<file path="config.mk">
export PLATFORM = sky130hd
export DESIGN_NAME = ps2_keyboard_receiver
export DESIGN_NICKNAME = d
export VERILOG_FILES = /design/src/rtl/ps2_pkg.sv /design/src/rtl/ps2_line_filter.sv /design/src/rtl/ps2_keyboard_receiver.sv
export SDC_FILE = /design/constraint.sdc
export NUM_CORES = 1
export LEC_CHECK = 0
export CELL_PAD_IN_SITES_DETAIL_PLACEMENT = 1
export CELL_PAD_IN_SITES_GLOBAL_PLACEMENT = 2
export CORE_MARGIN = 1.5
export CORE_UTILIZATION = 44
export DETAILED_ROUTE_END_ITERATION = 7
export MAX_ROUTING_LAYER = met4
export PLACE_DENSITY = 0.93
export SLEW_MARGIN = 20
export SYNTH_ARGS = -nofsm -noshare
export SYNTH_HDL_FRONTEND = slang
export SYNTH_SLANG_ARGS = --single-unit
</file>
<file path="constraint.sdc">
create_clock -name clk -period 4.85 [get_ports clk]
set_input_delay 0.97 -clock clk [delete_from_list [all_inputs] [get_ports clk]]
set_output_delay 0.97 -clock clk [all_outputs]
set_load 0.005 [all_outputs]
</file>
<file path="src/rtl/ps2_pkg.sv">
// Shared constants, dropped-code list and frame-state encoding for the PS/2 keyboard receiver.
package ps2_pkg;

   localparam logic [7:0] PS2_EXT = 8'hE0;
   localparam logic [7:0] PS2_BRK = 8'hF0;

   localparam int NUM_DROPPED = 6;
   // Keyboard status/ack bytes that carry no key information unless a prefix is pending.
   localparam logic [7:0] DROPPED_CODES [NUM_DROPPED] = '{8'hAA, 8'hFA, 8'hEE, 8'hFE, 8'h00, 8'hFF};

   typedef enum logic [1:0] {
      S_IDLE,
      S_DATA,
      S_PARITY,
      S_STOP
   } frame_state_t;

   function automatic logic is_dropped(input logic [7:0] code);
      logic hit;
      hit = 1'b0;
      for (int i = 0; i < NUM_DROPPED; i++) begin
         if (code == DROPPED_CODES[i]) hit = 1'b1;
      end
      return hit;
   endfunction

endpackage

</file>
<file path="src/rtl/ps2_line_filter.sv">
// Synchronizes the raw PS/2 lines, debounces the clock and emits a registered strobe on
// each filtered falling edge of ps2_clk.
module ps2_line_filter #(
   parameter int FILTER_LEN = 8
) (
   input  logic clk,
   input  logic rst,
   input  logic ps2_clk,
   input  logic ps2_data,
   output logic fall,
   output logic data
);

   localparam int CW = $clog2(FILTER_LEN + 1);

   logic [1:0]    clk_sync;
   logic [1:0]    data_sync;
   logic          filt;
   logic [CW-1:0] cnt;
   logic          flip;

   // The filtered level flips once FILTER_LEN consecutive samples disagree with it.
   assign flip = (clk_sync[1] != filt) && (cnt == CW'(FILTER_LEN - 1));

   always_ff @(posedge clk or posedge rst) begin
      if (rst) begin
         clk_sync  <= 2'b11;
         data_sync <= 2'b11;
         filt      <= 1'b1;
         cnt       <= '0;
         fall      <= 1'b0;
      end else begin
         clk_sync  <= {clk_sync[0], ps2_clk};
         data_sync <= {data_sync[0], ps2_data};
         fall      <= flip && filt;
         if (clk_sync[1] == filt) begin
            cnt <= '0;
         end else if (flip) begin
            filt <= clk_sync[1];
            cnt  <= '0;
         end else begin
            cnt <= cnt + CW'(1);
         end
      end
   end

   assign data = data_sync[1];

endmodule

</file>
<file path="src/rtl/ps2_keyboard_receiver.sv">
// PS/2 device-to-host frame receiver with E0/F0 prefix decoding into a held scan code
// and single-cycle make/release/error strobes.
module ps2_keyboard_receiver
   import ps2_pkg::*;
#(
   parameter int FILTER_LEN     = 8,
   parameter int TIMEOUT_CYCLES = 200000
) (
   input  logic       clk,
   input  logic       rst,
   input  logic       ps2_clk,
   input  logic       ps2_data,
   output logic [7:0] KeyPress,
   output logic       KeyMake,
   output logic       KeyRelease,
   output logic       Extended,
   output logic       FrameErr
);

   localparam int TW = $clog2(TIMEOUT_CYCLES + 1);

   logic          fall;
   logic          data;
   frame_state_t  state;
   frame_state_t  state_next;
   logic [7:0]    shift;
   logic [2:0]    bit_cnt;
   logic          parity_bit;
   logic [TW-1:0] tcnt;
   logic          timeout_hit;
   logic          byte_done;
   logic          frame_bad;
   logic          byte_rdy;
   logic          err_q;
   logic [7:0]    rx_byte;
   logic          ext_pend;
   logic          brk_pend;

   ps2_line_filter #(.FILTER_LEN(FILTER_LEN)) u_line_filter (
      .clk      (clk),
      .rst      (rst),
      .ps2_clk  (ps2_clk),
      .ps2_data (ps2_data),
      .fall     (fall),
      .data     (data)
   );

   // A fall in the same cycle always wins over the timeout.
   assign timeout_hit = (state != S_IDLE) && !fall && (tcnt == TW'(TIMEOUT_CYCLES));

   always_ff @(posedge clk or posedge rst) begin
      if (rst) state <= S_IDLE;
      else     state <= state_next;
   end

   always_comb begin
      state_next = state;
      if (timeout_hit) begin
         state_next = S_IDLE;
      end else if (fall) begin
         case (state)
            S_IDLE:   if (!data) state_next = S_DATA;
            S_DATA:   if (bit_cnt == 3'd7) state_next = S_PARITY;
            S_PARITY: state_next = S_STOP;
            S_STOP:   state_next = S_IDLE;
            default:  state_next = S_IDLE;
         endcase
      end
   end

   always_comb begin
      byte_done = 1'b0;
      frame_bad = timeout_hit;
      if (state == S_STOP && fall) begin
         if (data && (^{shift, parity_bit})) byte_done = 1'b1;
         else                                frame_bad = 1'b1;
      end
   end

   always_ff @(posedge clk or posedge rst) begin
      if (rst) begin
         shift      <= '0;
         bit_cnt    <= '0;
         parity_bit <= 1'b0;
         tcnt       <= '0;
         byte_rdy   <= 1'b0;
         err_q      <= 1'b0;
         rx_byte    <= '0;
      end else begin
         byte_rdy <= byte_done;
         err_q    <= frame_bad;
         if (byte_done) rx_byte <= shift;
         if (state == S_IDLE || fall) tcnt <= '0;
         else                         tcnt <= tcnt + TW'(1);
         if (fall) begin
            case (state)
               S_IDLE:   bit_cnt <= '0;
               S_DATA: begin
                  shift   <= {data, shift[7:1]};
                  bit_cnt <= bit_cnt + 3'd1;
               end
               S_PARITY: parity_bit <= data;
               default:  ;
            endcase
         end
      end
   end

   always_ff @(posedge clk or posedge rst) begin
      if (rst) begin
         KeyPress   <= '0;
         KeyMake    <= 1'b0;
         KeyRelease <= 1'b0;
         Extended   <= 1'b0;
         ext_pend   <= 1'b0;
         brk_pend   <= 1'b0;
      end else begin
         KeyMake    <= 1'b0;
         KeyRelease <= 1'b0;
         if (err_q) begin
            ext_pend <= 1'b0;
            brk_pend <= 1'b0;
         end else if (byte_rdy) begin
            if (rx_byte == PS2_EXT) begin
               ext_pend <= 1'b1;
            end else if (rx_byte == PS2_BRK) begin
               brk_pend <= 1'b1;
            end else if (!(is_dropped(rx_byte) && !ext_pend && !brk_pend)) begin
               KeyPress <= rx_byte;
               Extended <= ext_pend;
               ext_pend <= 1'b0;
               brk_pend <= 1'b0;
               if (brk_pend) KeyRelease <= 1'b1;
               else          KeyMake    <= 1'b1;
            end
         end
      end
   end

   assign FrameErr = err_q;

endmodule

</file>
==> metrics.cfg, run 1 <==
[status]
status=complete, but fails checks
failed_checks=design-rule violations

[critical_path]
worstPathCellList=inv_1 -> ha_1 -> or2_1 -> or4_1 -> nor3_2 -> o21ai_1 -> a32o_1
crit_arrival_ns=2.81
worstPathRequired_ns=5.08
r2r_slack_ns=2.28
path_buf_inv=1
endpoint_kind=register
max_stage_delay_ns=0.58
slowest_stage=or4_1
crit_path_start_kind=register
cp_top_family=simple AND/OR/NAND/NOR gates
worstSetupPathType=reg2reg
cp_max_fo=19

[drt]
vias=1923
initialDrtViolationCount=78
ant_nets=0
drt_wl_total_um=5500
viasPerCell=5.46
firstDrtPassIters=6
drc=4
wire_per_inst_um=15.6

[die]
dieArea_um2=7210
ioPinCount=16
die-width_um=84.9
coreArea_um2=6420
placementRows=29
die_height_um=84.9
start_util_pct=46.0

[synthesis]
synth_fp_nets=261
syn-instance-count=248
ys_warn_count=0
synth_compound_area_share_pct=5.64
synth_top_flop_cell=dfrtp_1
synth_edf_count=0
synth_top_family_by_area=simple AND/OR/NAND/NOR gates
synth_cell_types=39
avgSynthCellArea_um2=11.9
synthAdderAreaFrac_pct=3.82
yosys.area_share.simple_pct=14.1
ys_ff_latch=65
synth_xor_area_share_pct=7.88
seq_area_frac_synth_pct=55.3
synthMuxAreaShare_pct=10.9
ys_async_sr_fraction_pct=100
syn_area_um2=2950

[worst_hold_path]
hp-class=reg2reg

[placement]
place_inst=336
hpwlAfterDp_um=3800
place_congestion=0.818
portBuffers=15

[timing]
setup_violations=0
tightestPinTransition_ns=0.705
hold_violations=0
period_needed_ns=2.57
skew_ns=0.0111
period_share_pct=53.0
slew_viol_final=0
rsz0062_at_grt=no
fin_tns_setup_ns=0
relSlewSlack_pct=52.9
fmax_ghz=0.389

[power_and_ir_drop]
ir_drop_mv=0.229
seq_power_share_pct=49.7
power.density_nw_per_um2=369
p_leak_nw=1.60
combinationalPowerShare_pct=12.5
clockPowerShare_pct=37.8
power.share.switching_pct=28.5
power_switching_w=0.000356
p_int_w=0.000893

[flow_run]
cap_violations=0

[finish]
stdcell_count=352
final_cell_mix=dfrtp_1 (60), nor2_1 (25), mux2_2 (18), xnor2_1 (16), clkdlybuf4s50_1 (15)
final_common_cell=dfrtp_1
final_nets=283
antenna_cells=0
area_growth_pct=14.8
drive_gt1_share_pct=19.3

[grt]
grt_pass1_vias=2063
grt_start_max_net_pins=36
grt_antenna_before_repair=0
grt_use_total_pct=18.2
grt_pass1_wl_um=9900
grt_overflow=0

[clock_tree]
cts_root_buf=clkbuf_8
cts_resized=0
htreeDepth=3
post_cts_buffers=0
numCtsBuffers=9
clk_pin_slew_ns=0.07
clock_latency_ns=0.35
holdBufCountCts=0
clock-sinks=65
cts_tree=built
clockBufferDepth=2

==> cell families (layout without fill, tap and decap cells) <==
| kind of cell | count (synthesis) | after routing |
|---|---|---|
| compound gates | 23 | 23 |
| xor+xnor | 25 | 25 |
| fa+ha+maj | 9 | 9 |
| buf+inv | 18 | 45 |
| flops | 65 | 65 |
| mux | 26 | 26 |
| simple gates | 82 | 82 |
==> per-stage QoR <==
step                      power, W  setup WS [ns]  hold slack [ns]  cell area (µm²)  util (%)
after floorplan           0.000746           2.26            0.345             2950         -
after global placement    0.000777           2.40            0.348             3190      49.6
after detailed placement  0.000790           2.27            0.347             3190      49.6
after CTS                  0.00127           2.26            0.360             3390      52.8
after global routing       0.00132           2.08            0.367             3390      52.8
final                      0.00125           2.28            0.359             3390      52.8
==> area by class of cell <==
class | count | area (µm²)
Clock buffer | 10 | 138
Clock inverter | 6 | 66.3
Fill cell | 670 | 3030
Inverter | 13 | 48.8
Multi-Input combinational cell | 165 | 1250
Sequential cell | 65 | 1630
Tap cell | 77 | 96.3
Timing Repair Buffer | 16 | 158
==> flip-flops by register name (all words and copies together), names as in the netlist, 2 cells and up <==
| register | cells |
|---|---|
| tcnt | 18 |
| KeyPress | 8 |
| rx_byte | 8 |
| shift | 8 |
| u_line_filter.cnt | 4 |
| bit_cnt | 3 |
| state | 2 |
| u_line_filter.clk_sync | 2 |
| u_line_filter.data_sync | 2 |
==> per-layer routing <==
layer	global-route usage, %	routed length [µm]	up-vias
li1	-	-	907
met3	5.84	182	9
met4	6.71	78	0
met5	-	0	-
met1	22.2	2630	981
met2	28.7	2600	26
==> synth_stat cells, drive strengths merged, types with 7 or more instances <==
| library cell | number | area [µm²] |
|---|---|---|
| nor3 | 8 | 45.0 |
| mux2 | 26 | 323 |
| dfrtp | 60 | 1500 |
| nand3 | 7 | 35.0 |
| inv | 13 | 48.8 |
| xnor2 | 16 | 140 |
| xor2 | 8 | 70.1 |
| nor2 | 25 | 93.8 |
| o21ai | 8 | 40.0 |
| ha | 9 | 113 |
| nand2 | 14 | 52.6 |
| nand4 | 7 | 43.8 |
==> final timing paths <==
check                                                      from                              endpoint  cells past startpoint
max                                        state[0]$_DFFE_PP0P_                  state[1]$_DFFE_PP0P_                      7
min                        u_line_filter.data_sync[0]$_DFF_PP1_  u_line_filter.data_sync[1]$_DFF_PP1_                      0
max reg2reg                                state[0]$_DFFE_PP0P_                  state[1]$_DFFE_PP0P_                      7
min reg2reg                u_line_filter.data_sync[0]$_DFF_PP1_  u_line_filter.data_sync[1]$_DFF_PP1_                      0
max in group asynchronous                                   rst  u_line_filter.data_sync[0]$_DFF_PP1_                      3
min in group asynchronous                                   rst                rx_byte[0]$_DFFE_PP0P_                      2
==> power by group through the flow <==
stage / logic (W) / clock network (W) / registers (W)
2_1_floorplan: 0.000126 / 0 / 0.000620
3_3_place_gp: 0.000151 / 0 / 0.000626
3_5_place_dp: 0.000159 / 0 / 0.000631
4_1_cts: 0.000160 / 0.000487 / 0.000621
5_1_grt: 0.000182 / 0.000509 / 0.000628
6_report: 0.000156 / 0.000473 / 0.000621
(Power assumes the default switching activity.)
==> inputs of run 2 (changes only) <==
--- a/config.mk
+++ b/config.mk
@@ -8,10 +8,10 @@
 export CELL_PAD_IN_SITES_DETAIL_PLACEMENT = 1
 export CELL_PAD_IN_SITES_GLOBAL_PLACEMENT = 2
 export CORE_MARGIN = 1.5
-export CORE_UTILIZATION = 44
+export CORE_UTILIZATION = 37
 export DETAILED_ROUTE_END_ITERATION = 7
 export MAX_ROUTING_LAYER = met4
-export PLACE_DENSITY = 0.93
+export PLACE_DENSITY = 0.84
 export SLEW_MARGIN = 20
 export SYNTH_ARGS = -nofsm -noshare
 export SYNTH_HDL_FRONTEND = slang
==> constraint.sdc (replaced) <==
create_clock -name clk -period 2.3 [get_ports clk]
set_input_delay 0.46 -clock clk [delete_from_list [all_inputs] [get_ports clk]]
set_output_delay 0.46 -clock clk [all_outputs]
set_load 0.005 [all_outputs]
==> run 2 against run 1 <==
Compared with the run above: the flow now finishes without violations; setup slack worse by 2.2 ns; die area rose by 18%; worst hold slack lost 0.0021 ns; critical path depth unchanged; largest cell class unchanged; clock power is 120% higher; clock-buffer cell count is 2 higher; flip-flop and latch count unchanged; via count fell by 0.68%; sequential power up 110%; combinational power increased by 150%; power increased by 120%.
==> metrics.cfg, run 2 (synthesis gave the netlist of run 1 again) <==
[drt]
initialDrtViolationCount=70  ; -10%
ant_nets=0  ; unchanged
wire_per_inst_um=14.6  ; -6.4%
firstDrtPassIters=4  ; -2
vias=1910  ; -0.68%
drc=0  ; -4
viasPerCell=4.94  ; -9.7%
drt_wl_total_um=5650  ; +2.9%

[grt]
grt_antenna_before_repair=0  ; unchanged
grt_pass1_vias=2084  ; +1.0%
grt_use_total_pct=16.0  ; -2.2 points
grt_start_max_net_pins=66  ; +83%
grt_pass1_wl_um=10200  ; +2.6%
grt_overflow=0  ; unchanged

[placement]
place_congestion=0.772  ; -5.6%
placed_cell_area_um2=3270  ; +2.6%
hpwlAfterDp_um=3730  ; -1.9%
portBuffers=15  ; unchanged

[critical_path]
cp_max_fo=5  ; -14
max_stage_delay_ns=0.53  ; -0.05 ns
crit_path_start_kind=register
crit_arrival_ns=2.45  ; -0.36 ns
worstPathCellList=inv_1 -> ha_1 -> or2_1 -> or4_1 -> nor3_4 -> o21ai_1 -> a32o_1
slowest_stage=or4_1
ff2ff_path_depth=7  ; unchanged
worstSetupPathType=reg2reg
crit-reg2reg-capture=state[1]$_DFFE_PP0P_
rr_startpoint=state[0]$_DFFE_PP0P_
endpoint_kind=register
r2r_slack_ns=0.09  ; -2.18 ns
worstPathRequired_ns=2.54  ; -2.54 ns
path_buf_inv=1  ; unchanged
cp_top_family=simple AND/OR/NAND/NOR gates

[timing]
rsz0062_at_grt=yes
hold_violations=0  ; unchanged
period_share_pct=96.0  ; +43 points
fmax_ghz=0.453  ; +17%
skew_ns=0.0105  ; -0.000528 ns
slew_viol_final=0  ; unchanged
relSlewSlack_pct=61.3  ; +8.3 points
period_needed_ns=2.21  ; -0.366 ns
hold-worst-slack_ns=0.357  ; -0.00213 ns
tightestPinTransition_ns=0.576  ; -0.129 ns
setup_violations=0  ; unchanged

[die]
dieArea_um2=8520  ; +18%
start_util_pct=38.2  ; -7.8 points
ioPinCount=16  ; unchanged
die-width_um=92.3  ; +8.7%
coreArea_um2=7730  ; +20%
placementRows=32  ; +10%
die_height_um=92.3  ; +8.7%

[clock_tree]
clock_latency_ns=0.35  ; about the same
cts_root_buf=clkbuf_8
htreeDepth=3  ; unchanged
cts_tree=built
holdBufCountCts=0  ; unchanged
clock-sinks=65  ; unchanged
clockBufferDepth=2  ; unchanged
clk_pin_slew_ns=0.07  ; about the same
numCtsBuffers=9  ; unchanged

[power_and_ir_drop]
power.density_nw_per_um2=772  ; +110%
ir_drop_mv=0.354  ; +55%
p_leak_nw=1.67  ; +4.7%

[finish]
drive_gt1_share_pct=22.1  ; +2.8 points
num-fill-cells=832  ; +24%
area_growth_pct=19.5
multiInputGateArea_um2=1260  ; +0.50%
regArea_um2=1630  ; unchanged
final_cell_mix=dfrtp_1 (60), nor2_1 (25), mux2_2 (18), xnor2_1 (16), clkdlybuf4s50_1 (15)
regMostFlops=tcnt
finish.utilization_pct=45.6  ; -7.1 points
stdcell_area_um2=3530  ; +4.0%
largest_reg_flops=18  ; unchanged
antenna_cells=0  ; unchanged
final_nets=293  ; +3.5%
final_common_cell=dfrtp_1

[worst_hold_path]
hold_depth=0  ; unchanged
hp-class=reg2reg
whs_endpoint=u_line_filter.clk_sync[1]$_DFF_PP1_
min_from=u_line_filter.clk_sync[0]$_DFF_PP1_

[flow_run]
cap_violations=0  ; unchanged

[status]
status=finished clean

==> run 2: changes by cell type in the layout (fill, tap and decap cells not counted), sizes merged <==
cell      before  now
buf            1   11
clkbuf        10   12
clkinvlp       3    2
inv           14   13
==> run 2: per-stage QoR <==
step / setup slack [ns] / setup TNS (ns) / total power [W] / std cells
2_1_floorplan: 0.148 / 0 / 0.00157 / 248
3_3_place_gp: 0.149 / 0 / 0.00165 / 366
3_5_place_dp: 0.0539 / 0 / 0.00167 / 366
4_1_cts: 0.0638 / 0 / 0.00273 / 382
5_1_grt: -0.0164 / -0.0164 / 0.00289 / 387
6_report: 0.0931 / 0 / 0.00272 / 387
==> run 2: power by group <==
group	total [W]	switching, W	internal [W]	leakage (nW)
registers	0.00130	0.0000733	0.00123	0.878
clock network	0.00104	0.000449	0.000587	0.105
logic	0.000384	0.000223	0.000161	0.688
==> run 2: cell type report <==
type	instances	share of cell area, %
repair buffers	26	6.96
flip-flops and latches	65	46.3
clock buffers	12	4.68
well taps	102	3.62
clock inverters	4	1.42
inverters	13	1.38
multi-input cells	165	35.6
==> run 2: routing by layer <==
metal / global-route usage, % / share of wire, %
met1: 20.1 / 48
met2: 24.0 / 46
met3: 3.20 / 2.9
met4: 9.62 / 2.7
met5: - / 0
==> run 2: how the worst max path moves through the flow <==
stage / from / to / depth (start not counted)
after global placement: rx_byte[0]$_DFFE_PP0P_ / KeyPress[1]$_DFFE_PP0P_ / 5
final: state[0]$_DFFE_PP0P_ / state[1]$_DFFE_PP0P_ / 7
after detailed placement: state[0]$_DFFE_PP0P_ / state[1]$_DFFE_PP0P_ / 7
after floorplan: state[0]$_DFFE_PP0P_ / state[1]$_DFFE_PP0P_ / 8
after CTS: state[0]$_DFFE_PP0P_ / state[1]$_DFFE_PP0P_ / 7
after global routing: state[0]$_DFFE_PP0P_ / state[1]$_DFFE_PP0P_ / 7
==> run 2: worst register-to-register path, delay by kind of cell, from the launching register on <==
| family | cells | cell delay [ns] |
|---|---|---|
| AOI/OAI and AO/OA | 2 | 0.33 |
| adders and majority gates | 1 | 0.27 |
| buffers and inverters | 1 | 0.09 |
| DFF | 1 | 0.41 |
| and+or+nand+nor | 3 | 1.00 |
==> run 2: what timing repair did <==
item | in CTS | in global routing
endpoints found under the setup margin | 1 | 8
buffers inserted | 0 | 5
pin swaps | 1 | 1
gates resized for setup | 1 | 0
